<file path="config.mk">
export PLATFORM = sky130hd
export DESIGN_NAME = mul_sequencer
export DESIGN_NICKNAME = d
export VERILOG_FILES = /design/src/rtl/mul_sequencer.sv
export SDC_FILE = /design/constraint.sdc
export NUM_CORES = 2
export LEC_CHECK = 0
export BUFFER_PORTS_ARGS = -buffer_cell sky130_fd_sc_hd__buf_2
export CAP_MARGIN = 5
export CORE_ASPECT_RATIO = 1.2
export CORE_UTILIZATION = 40
export CTS_CLUSTER_SIZE = 12
export DETAILED_ROUTE_END_ITERATION = 8
export SLEW_MARGIN = 20
export SYNTH_ARGS = -nofsm -noshare
export SYNTH_HDL_FRONTEND = slang
export SYNTH_SLANG_ARGS = --single-unit
</file>
<file path="constraint.sdc">
create_clock -name clk_in -period 4.55 [get_ports clk_in]
set_clock_uncertainty 0.15 [all_clocks]
set_input_delay 0.6825 -clock clk_in [delete_from_list [all_inputs] [get_ports clk_in]]
set_output_delay 0.6825 -clock clk_in [all_outputs]
set_load 0.02 [all_outputs]
</file>
<file path="src/rtl/mul_sequencer.sv">
// Iterative RV32M multiply controller: carry-save accumulation of BITS_PER_CYCLE
// partial products per cycle, one carry-propagate add plus sign fix-up at the end.

module carry_save_adder (
    input  logic [63:0] x,
    input  logic [63:0] y,
    input  logic [63:0] z,
    output logic [63:0] s,
    output logic [63:0] c
);
    assign s = x ^ y ^ z;
    assign c = {(x[62:0] & y[62:0]) | (x[62:0] & z[62:0]) | (y[62:0] & z[62:0]), 1'b0};
endmodule

module mul_sequencer #(
    parameter int unsigned BITS_PER_CYCLE = 4,
    parameter int unsigned TAG_W          = 4
) (
    input  logic             clk_in,
    input  logic             rst_in,
    input  logic             rdy_in,
    input  logic             flush_in,
    input  logic             in_valid,
    output logic             in_ready,
    input  logic [1:0]       in_op,
    input  logic [31:0]      in_a,
    input  logic [31:0]      in_b,
    input  logic [TAG_W-1:0] in_tag,
    output logic             out_valid,
    input  logic             out_ready,
    output logic [31:0]      out_result,
    output logic [TAG_W-1:0] out_tag
);
    localparam int unsigned ITERS    = 32 / BITS_PER_CYCLE;
    localparam logic [5:0]  CNT_LAST = 6'(ITERS - 1);

    typedef enum logic [1:0] {IDLE, ITER, FINAL, DONE} state_t;

    state_t           state_q, state_d;
    logic [5:0]       count_q, count_d;
    logic [63:0]      sum_q, sum_d, carry_q, carry_d;
    logic [63:0]      a_sh_q, a_sh_d;
    logic [31:0]      b_sh_q, b_sh_d;
    logic             neg_q, neg_d;
    logic [1:0]       op_q, op_d;
    logic [TAG_W-1:0] tag_q, tag_d;
    logic             out_valid_d;
    logic [31:0]      out_result_d;
    logic [TAG_W-1:0] out_tag_d;

    logic             a_neg, b_neg;
    logic [31:0]      a_mag, b_mag;
    logic [63:0]      prod_raw, prod;

    assign in_ready = (state_q == IDLE);

    // Magnitudes: negating 0x80000000 in 32 bits yields 0x80000000, the correct unsigned magnitude.
    assign a_neg = ((in_op == 2'b01) || (in_op == 2'b10)) && in_a[31];
    assign b_neg = (in_op == 2'b01) && in_b[31];
    assign a_mag = a_neg ? (~in_a + 32'd1) : in_a;
    assign b_mag = b_neg ? (~in_b + 32'd1) : in_b;

    assign prod_raw = sum_q + carry_q;
    assign prod     = neg_q ? (~prod_raw + 64'd1) : prod_raw;

    // a_sh tracks |a| pre-shifted to the current bit position; b_sh exposes the next bits at [BITS_PER_CYCLE-1:0].
    logic [63:0] pp      [BITS_PER_CYCLE];
    logic [63:0] s_chain [BITS_PER_CYCLE+1];
    logic [63:0] c_chain [BITS_PER_CYCLE+1];

    assign s_chain[0] = sum_q;
    assign c_chain[0] = carry_q;

    for (genvar j = 0; j < BITS_PER_CYCLE; j++) begin : g_csa
        assign pp[j] = b_sh_q[j] ? (a_sh_q << j) : '0;
        carry_save_adder u_csa (
            .x (s_chain[j]),
            .y (c_chain[j]),
            .z (pp[j]),
            .s (s_chain[j+1]),
            .c (c_chain[j+1])
        );
    end

    always_comb begin
        state_d      = state_q;
        count_d      = count_q;
        sum_d        = sum_q;
        carry_d      = carry_q;
        a_sh_d       = a_sh_q;
        b_sh_d       = b_sh_q;
        neg_d        = neg_q;
        op_d         = op_q;
        tag_d        = tag_q;
        out_valid_d  = out_valid;
        out_result_d = out_result;
        out_tag_d    = out_tag;

        if (flush_in) begin
            state_d     = IDLE;
            out_valid_d = 1'b0;
        end else begin
            unique case (state_q)
                IDLE: begin
                    if (in_valid) begin
                        state_d = ITER;
                        count_d = '0;
                        sum_d   = '0;
                        carry_d = '0;
                        a_sh_d  = {32'd0, a_mag};
                        b_sh_d  = b_mag;
                        neg_d   = a_neg ^ b_neg;
                        op_d    = in_op;
                        tag_d   = in_tag;
                    end
                end
                ITER: begin
                    sum_d   = s_chain[BITS_PER_CYCLE];
                    carry_d = c_chain[BITS_PER_CYCLE];
                    a_sh_d  = a_sh_q << BITS_PER_CYCLE;
                    b_sh_d  = b_sh_q >> BITS_PER_CYCLE;
                    count_d = count_q + 6'd1;
                    if (count_q == CNT_LAST) begin
                        state_d = FINAL;
                    end
                end
                FINAL: begin
                    out_result_d = (op_q == 2'b00) ? prod[31:0] : prod[63:32];
                    out_tag_d    = tag_q;
                    out_valid_d  = 1'b1;
                    state_d      = DONE;
                end
                DONE: begin
                    if (out_ready) begin
                        out_valid_d = 1'b0;
                        state_d     = IDLE;
                    end
                end
                default: state_d = IDLE;
            endcase
        end
    end

    always_ff @(posedge clk_in) begin
        if (rst_in) begin
            state_q    <= IDLE;
            count_q    <= '0;
            sum_q      <= '0;
            carry_q    <= '0;
            a_sh_q     <= '0;
            b_sh_q     <= '0;
            neg_q      <= 1'b0;
            op_q       <= '0;
            tag_q      <= '0;
            out_valid  <= 1'b0;
            out_result <= '0;
            out_tag    <= '0;
        end else if (rdy_in) begin
            state_q    <= state_d;
            count_q    <= count_d;
            sum_q      <= sum_d;
            carry_q    <= carry_d;
            a_sh_q     <= a_sh_d;
            b_sh_q     <= b_sh_d;
            neg_q      <= neg_d;
            op_q       <= op_d;
            tag_q      <= tag_d;
            out_valid  <= out_valid_d;
            out_result <= out_result_d;
            out_tag    <= out_tag_d;
        end
    end
endmodule

</file>
* After elaboration in Yosys (flattened, before gate mapping)
Index checks and enable logic that the tools add are counted.
Storage, ports and cells: bits in registers 276, latch bits 0, bits in writable memories 0, memory bits (read-only) 0, bits of input ports 76, output and inout port bits 38, logic and storage cells 97, memories 0
Cells by class: add/subtract/negate cells 5, $mul 0, divide/modulo/power cells 0, order comparisons 0, equal/unequal tests 10, shift operators 0, mux-type cells 25, bitwise logic cells 33, reductions and logical operators 12
Operators by type and width (count):
- $and A63 B63 Y63 | 12
- $xor A64 B64 Y64 | 8
- $or A63 B63 Y63 | 8
- $mux W64 | 7
- $pmux W64 S2 | 3
- $mux W32 | 4
- $add A32 B1 Y32 const B | 2
- $add A64 B1 Y64 const B | 1
- $add A64 B64 Y64 | 1
- $not A32 Y32 | 2
- $not A64 Y64 | 1
- $pmux W32 S2 | 1
- $pmux W6 S2 | 1
- $reduce_and A4 Y1 | 3
- $ne A3 B3 Y1 const B | 3
- $mux W2 | 4
- $pmux W2 S4 | 1
- $add A6 B1 Y6 const B | 1
- $eq A2 B2 Y1 const B | 3
- $eq A6 B3 Y1 const B | 1
- $mux W6 | 1
- $reduce_and A3 Y1 | 2
- $eq A2 B1 Y1 const B | 2
- $logic_not A2 Y1 | 2
- other kinds (9) | 11

* Logic depth before layout (Yosys ltp)
depth in word-level cells 14, depth in mapped cells 15, gate-level depth less buffers 14

* Modules after synthesis
From an unflattened synthesis, not the netlist that was laid out.
Second synthesis, totals: cell total of the unflattened synthesis 3210, area total of the unflattened synthesis 25724.7 µm²
By module, submodules not included:
- mul_sequencer | instances 1, cells an instance 2946, area an instance 20539.7 µm², seq. area each 5525.3 µm²
- carry_save_adder | instances 4, cells an instance 66, area an instance 1296.2 µm², seq. area each 0.0 µm²

* Worst setup path before layout
No wires, ideal clock.
path type reg-to-reg, from reg carry_q[4], to reg out_result[23], setup time 132 ps, data arrival time 3909 ps, required time 4268 ps, slack 359 ps, stages on the path, launching flop included 16, path buffers 1, period minus slack after synthesis 4191 ps, cell sequence dfxtp_1 -> ha_1 -> fa_1 -> a211oi_2 -> o21ai_1 -> a2111oi_0 -> o21bai_1 -> a222oi_1 -> and3_2 -> nand2_4 -> nor4b_4 -> buf_6 -> nand3_1 -> mux2i_1 -> a2111oi_0 -> nor3_1
Between the ends: cells in the longest elaborated chain, start to end 5
RTL lines:
- start, declared | line 41 | logic [63:0] sum_q, sum_d, carry_q, carry_d;
- start signal, assigned | line 162 | carry_q <= carry_d;
- $add A64 B64 Y64 (*) | line 63 | assign prod_raw = sum_q + carry_q;
- $not A64 Y64 | line 64 | assign prod = neg_q ? (~prod_raw + 64'd1) : prod_raw;
- $add A64 B1 Y64 | line 64
- $mux W64 (*) | line 64
- $mux W32 (*) | line 128 | out_result_d = (op_q == 2'b00) ? prod[31:0] : prod[63:32];
- end signal, assigned | line 169 | out_result <= out_result_d;
- end, declared | line 31 | output logic [31:0] out_result,
Mark *: on every way between the ends. The rest lies on a longest branch, timed or not. A chain may end at the register's enable or synchronous reset.

* Worst setup path in the final report
Same ends and word-level chain as after synthesis.

==> results.toml <==
[worst_setup_path]
crit_type = "flip-flop to flip-flop"
worstPathArrival_ns = 4.68
path_cells = "ha_1 > fa_1 > a211oi_2 > o211ai_1 > buf_4 > a2111oi_4 > a21oi_1 > xor2_1 > nor4_2 > o211ai_1 > buf_4 > nor4b_4 > buf_4 > nand3_1 > mux2i_1 > a2111oi_0 > nor3_1"
r2r_slack_ns = 0.15
rr_endpoint = "out_result[23]$_SDFFE_PP0P_"
slowest_delay_ns = 0.45
reg2reg_from = "carry_q[4]$_SDFFE_PP0P_"
critical_path.startpoint_type = "flip-flop"
cp_slowest_cell = "a2111oi_4"
cp.required_ns = 4.83
reg2regPathDepth = 17
worstSetupEndpointType = "flip-flop"
worstPathMaxFanout = 5
critPathBufInv = 3
crit_family = "compound AO/OA/AOI/OAI gates"
crit_top_cell = "buf_4"

[placed_design]
dp_worst_setup_slack_ns = -0.0547
gp_congestion = 0.970
dpl_cell_area_um2 = 27500
io_buffers = 113
dp.cells = 4198
hpwl_um = 59800

[floorplanning]
fp.dieW_um = 234
dieArea_um2 = 65400
start_util_pct = 40.6
row_count = 101
fp.dieH_um = 280
io_pins = 114
fp.coreArea_um2 = 63400

[grt]
grt_first_pass_wirelength_um = 130000
overflow = 0
grt_max_degree = 191
antenna_found_initial = 4
grt_pass1_vias = 23600
grt.total_usage_pct = 24.8

[sta]
fmax_mhz = 227
slew_headroom_pct = 24.2
finalCritPeriodShare_pct = 96.8
finalWorstSetupSlack_ns = 0.145
drv_slew = 0
hold_viol_final = 0
fin_crit_ns = 4.40
worst_pin_slew_ns = 1.14
setup_viol = 0
tns_ns = 0

[clock_tree]
ctsHtreeMaxLevel = 2
postCtsHoldBufs = 0
cts_max_path_buffers = 3
cts-buffers-inserted = 35
clk_pin_slew_ns = 0.06
tritoncts = "done"
cts_sinks = 272
insertion_delay_ns = 0.55
cts-root-buf = "clkbuf_16"

[worst_hold_path]
hp-class = "primary input to flip-flop"
hold_path_depth = 3
hold_end = "tag_q[1]$_SDFFE_PP0P_"
min_from = "in_tag[1]"

[final_layout]
fin_area_um2 = 28900
diodes = 0
drive_gt1_share_pct = 10.7
final_util_pct = 45.5
syn2layout_area_growth_pct = 12.1
nets = 3807
fin_cells = 4263

[status]
status = "finished with violations"
failed_checks = "DRC"

[drt]
post_drt_wl_per_cell_um = 18.8
drt-initial-drc-count = 1548
routed_wl_um = 80200
via_per_inst = 5.59
drtPass1Iterations = 9
vias = 23800
drcViolationCount = 18
ant_nets = 0

[yosys]
yosys_most_used_dff = "dfxtp_1"
synth_top_area_share_pct = 21.1
syn-mean-instance-area_um2 = 7.68
syn_nets = 3746
syn_area_um2 = 25800
ys_warn_count = 0
ys_top_cells_by_area = "dfxtp_1 (21%), fa_1 (19%), nand2_1 (8.0%), a21oi_1 (6.7%), and2_1 (4.9%)"
yosysSeqAreaShare_pct = 21.1
synth_area_leader_cell = "dfxtp_1"
synthDistinctLibCells = 100
ys_async_sr_fraction_pct = 0
ys_ff_latch = 272
synthCells = 3355
synth-edff-count = 0

[power]
ir_drop_mv = 0.191
p_per_area_nw_per_um2 = 202
p_leak_nw = 12.2

[job]
drv_cap = 0
[worst reg2reg max path, delay by kind of cell, from the launching register on]
| kind | cells | cell delay (ns) |
|---|---|---|
| adder cells (fa/ha/maj) | 2 | 0.66 |
| AND/OR/NAND/NOR | 4 | 0.64 |
| multiplexers | 1 | 0.13 |
| AO/OA/AOI/OAI | 6 | 1.64 |
| flip-flops | 1 | 0.31 |
| buffers and inverters | 3 | 0.54 |
| XOR/XNOR | 1 | 0.19 |
[cells in the final DEF, fill, tap and decap left out, types with 11 or more instances in the layout]
cell type	synthesis	final
a211oi_1	23	23
a21o_1	28	28
a21oi_1	345	345
a311oi_1	12	11
a31oi_1	18	18
and2_1	201	200
and3_1	17	16
buf_2	16	112
buf_4	1	113
clkbuf_16	0	35
dfxtp_1	272	268
fa_1	243	243
ha_1	72	67
inv_1	275	275
mux2i_1	20	19
nand2_1	551	549
nand2b_1	18	18
nand3_1	196	194
nand4_1	37	37
nor2_1	161	159
nor3_1	69	68
nor4_1	17	14
o211ai_1	42	42
o21ai_0	149	147
o21ai_1	20	20
o21bai_1	13	13
o31ai_1	22	22
or3_1	19	19
xnor2_1	69	69
xor2_1	53	53
[metrics by stage]
stage,power [W],hold WS [ns]
finish,0.00584,0.225
global route,0.00604,0.235
CTS,0.00590,0.204
detailed placement,0.00301,0.282
global placement,0.00300,0.274
floorplan,0.00282,0.282
[power breakdown]
part | total (W) | switching, W | leakage, nW | internal [W]
Sequential | 0.00246 | 0.0000502 | 2.20 | 0.00241
Combinational | 0.000493 | 0.000334 | 9.42 | 0.000159
Clock | 0.00288 | 0.00116 | 0.562 | 0.00172
[layout make-up]
cell class,count,area [um2]
fillers,6575,34600
multi-input cells,2599,18700
flip-flops and latches,272,5450
repair buffers,232,1540
inverters,276,1040
well taps,824,1030
clock buffers,45,963
clock inverters,15,190
[kinds of logic (layout without fill, tap and decap cells)]
| kind of cell | count (synthesis) | in the layout | share of synthesized area, % |
|---|---|---|---|
| buffers and inverters | 484 | 568 | 7.20 |
| adder cells (fa/ha/maj) | 315 | 315 | 22.4 |
| AO/OA/AOI/OAI | 789 | 789 | 18.9 |
| XOR/XNOR | 122 | 122 | 4.15 |
| flip-flops | 272 | 272 | 21.1 |
| multiplexers | 23 | 23 | 0.908 |
| AND/OR/NAND/NOR | 1350 | 1350 | 25.4 |
[sequential cells by signal, summed over array words and instances, names as in the netlist]
name / count
a_sh_q: 64
b_sh_q: 32
carry_q: 60
count_q: 6
neg_q: 1
op_q: 2
out_result: 32
out_tag: 4
out_valid: 1
state_q: 2
sum_q: 64
tag_q: 4
[repair_timing]
action	in CTS	in global routing
setup buffers	1	4
pin swaps	1	8
resized for setup	0	29
setup endpoints to repair	1	28
endpoints found under the hold margin	0	0
[synth_stat cells, types with 42 or more instances]
master	instances
and2_1	201
nor3_1	69
clkbuf_1	171
nand2_1	551
fa_1	243
dfxtp_1	272
o211ai_1	42
inv_1	275
nand3_1	196
nor2_1	161
xnor2_1	69
xor2_1	53
ha_1	72
a21oi_1	345
o21ai_0	149
[worst max-delay path by stage]
stage / end / from / slack, ns / cells past startpoint
after floorplan: out_result[23]$_SDFFE_PP0P_ / carry_q[4]$_SDFFE_PP0P_ / 0.36 / 15
after CTS: out_result[22]$_SDFFE_PP0P_ / carry_q[4]$_SDFFE_PP0P_ / 0.02 / 14
after detailed placement: out_result[23]$_SDFFE_PP0P_ / carry_q[4]$_SDFFE_PP0P_ / -0.05 / 14
after global routing: out_result[23]$_SDFFE_PP0P_ / carry_q[4]$_SDFFE_PP0P_ / -0.07 / 17
after global placement: out_result[23]$_SDFFE_PP0P_ / carry_q[4]$_SDFFE_PP0P_ / -0.03 / 14
final: out_result[23]$_SDFFE_PP0P_ / carry_q[4]$_SDFFE_PP0P_ / 0.15 / 17
[layer usage]
metal  GRT usage (%)  vias to the layer above  share of wire, %
met3            3.08                      123               5.4
met1            33.7                    11600                45
met4            6.66                        2               2.3
met5               0                        -             0.019
met2            41.3                      656                47
li1                -                    11500                 -
No activity file was read; power rests on OpenSTA's default activity.
